**src/rtl/div_32.sv**
```systemverilog
// div_32: sequential 32-bit restoring divider; quotient on Y_lo, remainder on Y_hi.
// Define DIV32_SIGNED_EN to enable two's-complement division selected by sgn.
module div_32 (
  input  logic        clk,
  input  logic        reset,
  input  logic        start,
  input  logic        sgn,
  input  logic [31:0] S,
  input  logic [31:0] T,
  output logic [31:0] Y_hi,
  output logic [31:0] Y_lo,
  output logic        busy,
  output logic        done,
  output logic        div_zero
);

  typedef enum logic [1:0] {IDLE, CALC, FIN} state_t;

  state_t      r_state;
  logic [31:0] r_r;
  logic [31:0] r_q;
  logic [31:0] r_d;
  logic [4:0]  r_cnt;
  logic        r_dz;

  logic [31:0] w_abs_s;
  logic [31:0] w_abs_t;
  logic [31:0] w_fin_q;
  logic [31:0] w_fin_r;
  logic [32:0] w_sh;
  logic [32:0] w_sub;
  logic        w_ge;

`ifdef DIV32_SIGNED_EN
  logic r_neg_q;
  logic r_neg_r;
  logic w_neg_s;
  logic w_neg_t;

  function automatic logic [31:0] negate(input logic [31:0] v);
    return ~v + 32'd1;
  endfunction

  assign w_neg_s = sgn & S[31];
  assign w_neg_t = sgn & T[31];
  assign w_abs_s = w_neg_s ? negate(S) : S;
  assign w_abs_t = w_neg_t ? negate(T) : T;
  assign w_fin_q = r_neg_q ? negate(r_q) : r_q;
  assign w_fin_r = r_neg_r ? negate(r_r) : r_r;
`else
  logic w_unused_sgn;

  assign w_unused_sgn = sgn;
  assign w_abs_s      = S;
  assign w_abs_t      = T;
  assign w_fin_q      = r_q;
  assign w_fin_r      = r_r;
`endif

  // Shifted partial remainder can reach 33 bits before the trial subtract.
  assign w_sh  = {r_r, r_q[31]};
  assign w_sub = w_sh - {1'b0, r_d};
  assign w_ge  = (w_sh >= {1'b0, r_d});

  always_ff @(posedge clk or posedge reset) begin
    if (reset) begin
      r_state  <= IDLE;
      r_r      <= 32'd0;
      r_q      <= 32'd0;
      r_d      <= 32'd0;
      r_cnt    <= 5'd0;
      r_dz     <= 1'b0;
      Y_hi     <= 32'd0;
      Y_lo     <= 32'd0;
      busy     <= 1'b0;
      done     <= 1'b0;
      div_zero <= 1'b0;
`ifdef DIV32_SIGNED_EN
      r_neg_q  <= 1'b0;
      r_neg_r  <= 1'b0;
`endif
    end else begin
      done <= 1'b0;
      case (r_state)
        IDLE: begin
          if (start) begin
            busy  <= 1'b1;
            r_cnt <= 5'd0;
            if (T == 32'd0) begin
              // Raw dividend is parked in r_q so FIN can return it as remainder.
              r_dz    <= 1'b1;
              r_q     <= S;
              r_state <= FIN;
            end else begin
              r_dz    <= 1'b0;
              r_q     <= w_abs_s;
              r_r     <= 32'd0;
              r_d     <= w_abs_t;
              r_state <= CALC;
`ifdef DIV32_SIGNED_EN
              r_neg_q <= w_neg_s ^ w_neg_t;
              r_neg_r <= w_neg_s;
`endif
            end
          end
        end
        CALC: begin
          r_r   <= w_ge ? w_sub[31:0] : w_sh[31:0];
          r_q   <= {r_q[30:0], w_ge};
          r_cnt <= r_cnt + 5'd1;
          if (r_cnt == 5'd31) r_state <= FIN;
        end
        FIN: begin
          busy     <= 1'b0;
          done     <= 1'b1;
          div_zero <= r_dz;
          r_state  <= IDLE;
          if (r_dz) begin
            Y_lo <= 32'hFFFF_FFFF;
            Y_hi <= r_q;
          end else begin
            Y_lo <= w_fin_q;
            Y_hi <= w_fin_r;
          end
        end
        default: r_state <= IDLE;
      endcase
    end
  end

endmodule

```
**config.mk**
```make
export PLATFORM = sky130hd
export DESIGN_NAME = div_32
export DESIGN_NICKNAME = d
export VERILOG_FILES = /design/src/rtl/div_32.sv
export SDC_FILE = /design/constraint.sdc
export NUM_CORES = 1
export LEC_CHECK = 0
export ABC_AREA = 1
export ABC_CLOCK_PERIOD_IN_PS = 8600
export CAP_MARGIN = 20
export CORE_ASPECT_RATIO = 1.4
export CORE_UTILIZATION = 50
export CTS_CLUSTER_SIZE = 12
export DETAILED_ROUTE_END_ITERATION = 8
export GPL_ROUTABILITY_DRIVEN = 0
export HOLD_SLACK_MARGIN = 0.1
export PLACE_DENSITY = 0.77
export SKIP_LAST_GASP = 1
export SLEW_MARGIN = 0
export SYNTH_ARGS = -nofsm -noshare
export SYNTH_HDL_FRONTEND = slang
export SYNTH_SLANG_ARGS = --single-unit
```
**constraint.sdc**
```tcl
create_clock -name clk -period 8.6 [get_ports clk]
set_clock_uncertainty 0.1 [all_clocks]
set_input_delay 1.29 -clock clk [delete_from_list [all_inputs] [get_ports clk]]
set_output_delay 1.29 -clock clk [all_outputs]
set_load 0.02 [all_outputs]
```
==> impl_metrics.py <==
metrics = {
    "outcome": {
        "status": "completed",
    },
    "yosys": {
        "yosys_warnings": 0,
        "synthCells": 1446,
        "synth.avg_cell_area_um2": 7.024,
        "synthDistinctLibCells": 39,
        "syn_area_um2": 10160,
        "synth_seq_cells": 171,
        "synth_nets": 1549,
        "seq_area_frac_synth": 0.4213,
    },
    "floorplan": {
        "die_h_um": 170.6,
        "placeableCoreArea_um2": 19920,
        "num_rows": 61,
        "die_x_um": 122.5,
        "die-area_um2": 20900,
        "io_pins": 135,
        "initial_utilization": 0.5099,
    },
    "clocking": {
        "cts.sinks": 171,
        "cts_tree": "built",
        "cts_inserted_buffers": 17,
        "clk_pin_slew_ns": 0.07,
        "cts_hold_buf": 0,
        "htree_levels": 4,
        "root_buffer": "clkbuf_16",
        "cts_post_setup_buffers_inserted": 0,
        "clockBufferDepth": 2,
        "post_cts_resized": 0,
        "clk_latency_ns": 0.45,
    },
    "critical_path": {
        "cp.buffers_inverters": 4,
        "cp_max_fo": 61,
        "arrival_ns": 3.79,
        "worstPathCellList": "clkdlybuf4s50_1 > inv_1 > nand4_1 > nor3_1 > nand4_1 > nand2_1 > buf_4 > inv_1 > nand2_1 > o21ai_0",
        "worst_path_max_delay_cell": "buf_4",
        "cpPeakStageDelay_ns": 0.46,
        "required_ns": 8.82,
        "start_kind": "input pin",
        "path_class": "input pin to flip-flop",
        "cp-end-kind": "flip-flop",
        "cp_top_family": "buffers and inverters",
    },
    "route": {
        "dr.pass1.iters": 5,
        "drtIter0Drc": 712,
        "routed_wl_um": 26610,
        "wl_per_cell_um": 14.61,
        "avgViaCountPerCell": 5.230,
        "ant_nets": 0,
        "drc": 0,
        "vias": 9524,
    },
    "layout": {
        "nets": 1659,
        "syn_to_final_growth_pct": 20.67,
        "fillers": 1791,
        "layout-drive-gt1-share": 0.04589,
        "final_common_cell": "nand2_1",
        "num_antenna_cells": 0,
        "mostFrequentLayoutCells": "nand2_1, inv_1, dfrtp_1",
    },
    "sta": {
        "whs_ns": 0.3864,
        "fmax_mhz": 280.1,
        "final_max_slew_viol_count": 0,
        "min_period_over_period": 0.4152,
        "fin_setup_tns_ns": 0,
        "final-setup-viol-count": 0,
        "min_period_ns": 3.570,
        "rsz0062_at_grt": "no",
        "tightest_slew_ns": 1.043,
        "max_slew_margin": 0.3004,
        "hold_viol": 0,
    },
    "global_route": {
        "grt_util_met2": 0.4577,
        "antenna_found_initial": 0,
        "grt_max_degree": 92,
        "grt_first_pass_wirelength_um": 43770,
        "groute.layer.met1.usage": 0.3207,
        "track_usage": 0.2698,
        "busiest_layer": "met2",
        "grt_pass1_vias": 9027,
        "grt.overflow.total": 0,
        "grt_use_met3": 0.04200,
    },
    "placed_design": {
        "placement.io_buffers": 133,
        "dp_hpwl_um": 19500,
    },
    "power_and_ir_drop": {
        "ir_drop_mv": 0.1903,
        "p_leak_uw": 0.006344,
        "p_per_area_nw_per_um2": 476.3,
    },
    "hold_path": {
        "hold_class": "flip-flop to flip-flop",
    },
    "job": {
        "cap_violations": 0,
    },
}
## through the flow
step                      setup slack [ns]  utilization  total power (uW)  instance area [um2]  instances
after detailed placement             4.558       0.5851              5019                11650       1788
after floorplan                      2.578            -              4049                10160       1446
final                                5.030       0.6153              5838                12260       1821
after global placement               4.625       0.5851              4930                11650       1788
after CTS                            5.023       0.6139              5816                12230       1820
after global routing                 4.840       0.6153              6391                12260       1821
## cell usage after synthesis (all sizes together)
cell type,count,area share
nor3,5,0.0041
buf,21,0.012
ha,34,0.042
clkbuf,30,0.011
clkinv,2,0.00074
a21oi,83,0.042
dfrtp,171,0.42
and2,5,0.0031
a21o,2,0.0015
nand4,15,0.0092
fa,1,0.0020
a32o,1,0.00099
nor2,155,0.059
and3,1,0.00062
inv,242,0.089
xor2,1,0.00086
nand3,63,0.032
o21ai,103,0.051
nand2,437,0.17
o22ai,31,0.019
nand3b,25,0.018
o211ai,1,0.00074
xnor2,14,0.012
or2,2,0.0012
a22o,1,0.00086
## layout make-up
cell class                 count  area [um2]  area share
timing repair buffer         142        1419      0.1158
clock inverter                14       135.1     0.01102
inverter                     244       920.9     0.07513
multi-input combinational    980        4748      0.3874
tap                          252       315.3     0.02572
sequential                   171        4279      0.3491
clock buffer                  18       439.2     0.03583
## tightest hold or removal path, cell delays in order, from the launching register on
cell     delay [ns]
dfrtp_1        0.34
nand2_1        0.05
o21ai_0        0.06
## metal layers
metal  wire length (um)  vias up
li1                   -     4749
met4               1372        0
met5                  0        -
met2              13190      296
met3               1207       76
met1              10840     4403
## cell families after synthesis
logic type,synth area share
XOR/XNOR,0.01293
buffers and inverters,0.1132
adder cells (fa/ha/maj),0.04385
AND/OR/NAND/NOR,0.2928
flip-flops,0.4213
AO/OA/AOI/OAI,0.1159
## flip-flops by register name, summed over array words and instances, names as in the netlist
signal    count
Y_hi         32
Y_lo         32
r_d          32
r_q          32
r_r          32
r_cnt         5
r_state       2
busy          1
div_zero      1
done          1
r_dz          1
## power breakdown
part           total (uW)  switching, uW  internal, uW
Clock                 764            351           413
Combinational        3570           2260          1320
Sequential           1500            305          1190
## path summary, 6_finish.rpt
kind                       slack, ns                    to  cells after the start                start
min in group asynchronous       1.27  Y_lo[11]$_DFFE_PP0P_                      2                reset
hold / removal                  0.39   r_d[22]$_DFFE_PP0P_                      2  r_d[22]$_DFFE_PP0P_
setup / recovery                5.03   r_d[11]$_DFFE_PP0P_                     10                T[31]
setup reg to reg                5.69   r_r[30]$_DFFE_PP0P_                     13  r_r[20]$_DFFE_PP0P_
max in group asynchronous       6.01  Y_hi[28]$_DFFE_PP0P_                      4                reset
hold reg to reg                 0.39   r_d[22]$_DFFE_PP0P_                      2  r_d[22]$_DFFE_PP0P_
No activity file was read; power rests on OpenSTA's default activity.
==> variant 1 (same settings) <==
The option `DIV32_SIGNED_EN` is turned on by a define.
--- a/src/rtl/div_32.sv
+++ b/src/rtl/div_32.sv
@@ -2,2 +2,4 @@
 // Define DIV32_SIGNED_EN to enable two's-complement division selected by sgn.
+`define DIV32_SIGNED_EN
+
 module div_32 (
Behaviour: same outputs for any inputs over 10 cycles, from zero or initial values and one cycle with reset high; that may be too few to reach the edited logic, so the function may still have changed.
==> variant 1 against the original RTL <==
- sequential cell count increased by 2
- critical path depth increased by 2
- power increased by 18%
- cell area increased by 27%
- synthesized area increased by 33%
- sequential power increased by 9%
- core utilization decreased by 2.3 points
- routed wire length increased by 65%
- first-iteration DRC count increased by 87%
- final cell count increased by 41%
- combinational power increased by 26%
- worst setup slack got worse by 1000 ps
- critical path type unchanged
- largest cell class unchanged
- highest routed layer unchanged
==> variant 1: results (changes against the original RTL) <==
stage	metric	value	unit	change
yosys	synth_fp_nets	2236		was 1,549
routing	first_pass_iters	7		was 5
pwr	seq-power	1.63	mW	was 1.50 mW
yosys	synthTopCellsByArea	dfrtp_1 (32%), nand2_1 (19%), inv_1 (8.6%), nand3_1 (8.0%), nor2_1 (5.8%)		was dfrtp_1 (42%), nand2_1 (16%), inv_1 (8.8%), nor2_1 (5.5%), o21ai_0 (5.0%)
routing	wl_met1	15760	um	was 10,840 um
setup_path	rr_worst_depth	12		was 13
placement	post-place-cells	2531		was 1,788
routing	vias	14480		was 9,524
final_layout	stdcell_count	2563		was 1,821
pwr	max-vdd-ir-drop	0.0002037	V	was 0.0001903 V
routing	drt_iter0_drc	1330		was 712
global_routing	grt_max_degree	102		was 92
global_routing	use_met1	35.16	%	was 32.07%
global_routing	grt_pass1_wl	70810	um	was 43,770 um
yosys	avgSynthCellArea	6.331	um2	was 7.024 um2
setup_path	cpLargestDelayFamily	simple AND/OR/NAND/NOR gates		was buffers and inverters
global_routing	grt_usage	33.17	%	was 26.98%
run_status	status	completed		unchanged
final_layout	drive_gt1_share	4.422	%	was 4.589%
yosys	yosysSeqAreaShare	32.12	%	was 42.13%
pwr	internal_power	3.210	mW	was 2.922 mW
global_routing	grtUsageMet2	57.21	%	was 45.77%
yosys	synth_xor_area_share	3.769	%	was 1.293%
sta	hold_slack	386.4	ps	about the same
routing	wl	43860	um	was 26,610 um
placement	place_area	15000	um2	was 11,650 um2
yosys	synth-compound-area-share	10.43	%	was 11.59%
setup_path	cp_max_fo	54		was 61
hold_path	hold_end	r_d[7]		was r_d[22]
setup_path	r2r_setup_slack	5420	ps	was 5690 ps
placement	pre_cts_slack	3609	ps	was 4558 ps
sta	relSlewSlack	37.10	%	was 30.04%
setup_path	worstPathArrival	4810	ps	was 3790 ps
hold_path	hp-start	r_d[7]		was r_d[22]
routing	route.met3.wl	2699	um	was 1207 um
yosys	synthAdderAreaFrac	3.676	%	was 4.385%
[variant 1: area by class of cell]
cell class                      count  area (um2)
Clock buffer                       20       456.7
Clock inverter                     12       111.4
Fill cell                        2518       10700
Inverter                          321        1210
Multi-Input combinational cell   1569        7644
Sequential cell                   173        4329
Tap cell                          324       405.4
Timing Repair Buffer              144        1416
[variant 1: worst min-delay path: stages (launching register included)]
cell and delay (ps):
dfrtp_1 340, nand2_1 50, o21ai_0 60
[variant 1: worst max-delay path by stage]
stage                     startpoint      end  slack [ps]  depth (start not counted)
after global routing            T[0]  r_d[27]        3690                         12
after detailed placement        T[1]  r_d[18]        3610                         12
after CTS                       T[1]  r_d[28]        4070                         12
after global placement          T[0]  r_d[28]        3810                         12
after floorplan                reset  Y_hi[0]        2520                          1
final                           T[0]  r_d[28]        4010                         12
[variant 1: kinds of logic after synthesis]
kind of cell / Yosys count
AND/OR/NAND/NOR: 1228
buffers and inverters: 387
AO/OA/AOI/OAI: 244
flip-flops: 173
XOR/XNOR: 58
adder cells (fa/ha/maj): 39
==> variant 2 (config.mk and constraints unchanged) <==
Made on the original files. Register the input `start` before use. The logic sees it one clock later. The other inputs are not delayed to match.
--- a/src/rtl/div_32.sv
+++ b/src/rtl/div_32.sv
@@ -17,2 +17,8 @@
   typedef enum logic [1:0] {IDLE, CALC, FIN} state_t;
+
+  logic start_q;
+
+  always_ff @(posedge clk) begin
+    start_q <= start;
+  end
 
@@ -85,3 +91,3 @@
         IDLE: begin
-          if (start) begin
+          if (start_q) begin
             busy  <= 1'b1;
Check against the original RTL: not equivalent (a bounded check fails within 4 cycles, from zero or initial values and one cycle with reset high).
==> variant 2 against the original RTL <==
- first-iteration DRC count down 4.1%
- final cell count is 0.11% higher
- worst hold slack got worse by 3.6 ps
- critical path type unchanged
- worst setup slack lost 0.87 ps
- synthesized area grew 0.20%
- count of clock-buffer cells in the layout rose by 3
- highest routed layer unchanged
- routed wire length decreased by 1.3%
- via count is 0.43% lower
- cell area increased by 0.20%
- sequential cell count is 1 higher
- fmax is essentially flat
Power is left out: the tool's default activity adds up to more than one toggle a clock period on the data nets, which glitch-free logic cannot reach.
==> variant 2: results (changes against the original RTL) <==
stage	metric	value	unit	change
clock_tree	cts_made_buffers	17		unchanged
clock_tree	h-tree-depth	4		unchanged
yosys	async_flop_share	99.42	%	was 100.0%
global_routing	grt_max_degree	74		was 92
yosys	synth_top_flop_cell	dfrtp_1		unchanged
run_status	status	completed		unchanged
global_routing	grt_pass1_wl	43120	um	was 43,770 um
placement	portBuffers	133		unchanged
setup_path	cp_max_fo	61		unchanged
routing	ant_nets	0		unchanged
clock_tree	clkTransAtPathRegs	70	ps	about the same
clock_tree	cts_buffer_depth	2		unchanged
setup_path	worstPathArrival	3790	ps	about the same
yosys	yosysSeqAreaShare	42.24	%	was 42.13%
final_layout	fin_nets	1661		was 1,659
global_routing	grt_usage	26.60	%	was 26.98%
yosys	yosys_warnings	0		unchanged
yosys	synthTopCellsByArea	dfrtp_1 (42%), nand2_1 (16%), inv_1 (8.8%), nor2_1 (5.5%), o21ai_0 (5.0%)		unchanged
clock_tree	cts-resized-gates	0		unchanged
placement	place_area	11680	um2	was 11,650 um2
routing	first_pass_iters	5		unchanged
clock_tree	cts-root-buf	clkbuf_16		unchanged
global_routing	grt_pass1_vias	8928		was 9,027
sta	tightest_slew	1056	ps	was 1043 ps
routing	drt_iter0_drc	683		was 712
clock_tree	clk_latency	440	ps	
placement	hpwl	19550	um	was 19,500 um
yosys	netlist_top_cells_count	nand2_1 (429), inv_1 (238), dfrtp_1 (171)		unchanged
yosys	synth_fp_nets	1550		was 1,549
routing	wl_per_cell	14.41	um	was 14.61 um
global_routing	antenna_found_initial	0		unchanged
routing	vias	9483		was 9,524
final_layout	drive_gt1_share	4.519	%	was 4.589%
clock_tree	postCtsSetupRepairBufs	0		unchanged
final_layout	diodes	0		unchanged
final_layout	fillers	1792		was 1,791
yosys	ys_types	40		was 39
[variant 2: cell types whose count changed in the layout (fill, tap and decap cells not counted), sizes merged]
| cell | delta |
|---|---|
| clkinvlp | +1 |
| clkinv | -1 |
| dfxtp | +1 |
| buf | +1 |
| inv | -3 |
| clkbuf | +3 |
[variant 2: through the flow]
stage | worst slack (ps) | cells
after floorplan | 2578 | 1447
after global placement | 4612 | 1790
after detailed placement | 4576 | 1790
after CTS | 5029 | 1822
after global routing | 4853 | 1823
final | 5029 | 1823
[variant 2: worst max-delay path, stage by stage]
cell and delay (ps):
clkdlybuf4s50_1 390, inv_1 90, nand4_1 100, nor3_1 410, nand4_1 350, nand2_1 170
buf_4 460, inv_1 310, nand2_1 110, o21ai_0 80
[variant 2: cell families after synthesis]
kind of cell             share of synthesized area, %
AO/OA/AOI/OAI                                   11.57
flip-flops                                      42.24
AND/OR/NAND/NOR                                 29.22
XOR/XNOR                                        1.291
buffers and inverters                           11.30
adder cells (fa/ha/maj)                         4.377
[variant 2: final timing paths]
kind | cells after the start | endpoint | start | slack [ps]
max in group asynchronous | 4 | r_d[27] | reset | 5390
setup reg to reg | 13 | r_r[26] | r_r[20] | 5700
hold / removal | 2 | r_d[5] | r_d[5] | 380
min in group asynchronous | 2 | Y_lo[10] | reset | 1140
setup / recovery | 10 | r_d[11] | T[31] | 5030
hold reg to reg | 2 | r_d[5] | r_d[5] | 380
[variant 2: cell type report]
type | instances | area, um2 | share of cell area [%]
clock buffer | 21 | 460.4 | 3.749
clock inverter | 11 | 111.4 | 0.9067
inverter | 244 | 920.9 | 7.498
multi-input combinational | 980 | 4748 | 38.66
sequential | 172 | 4299 | 35.00
tap | 252 | 315.3 | 2.567
timing repair buffer | 143 | 1426 | 11.61
[variant 2: routing by layer]
layer	part of all wire (%)	track usage [%]	vias up
met2	49	46.04	300
li1	-	-	4741
met1	42	31.49	4366
met5	0	0	-
met3	4.5	4.067	76
met4	4.3	13.89	0
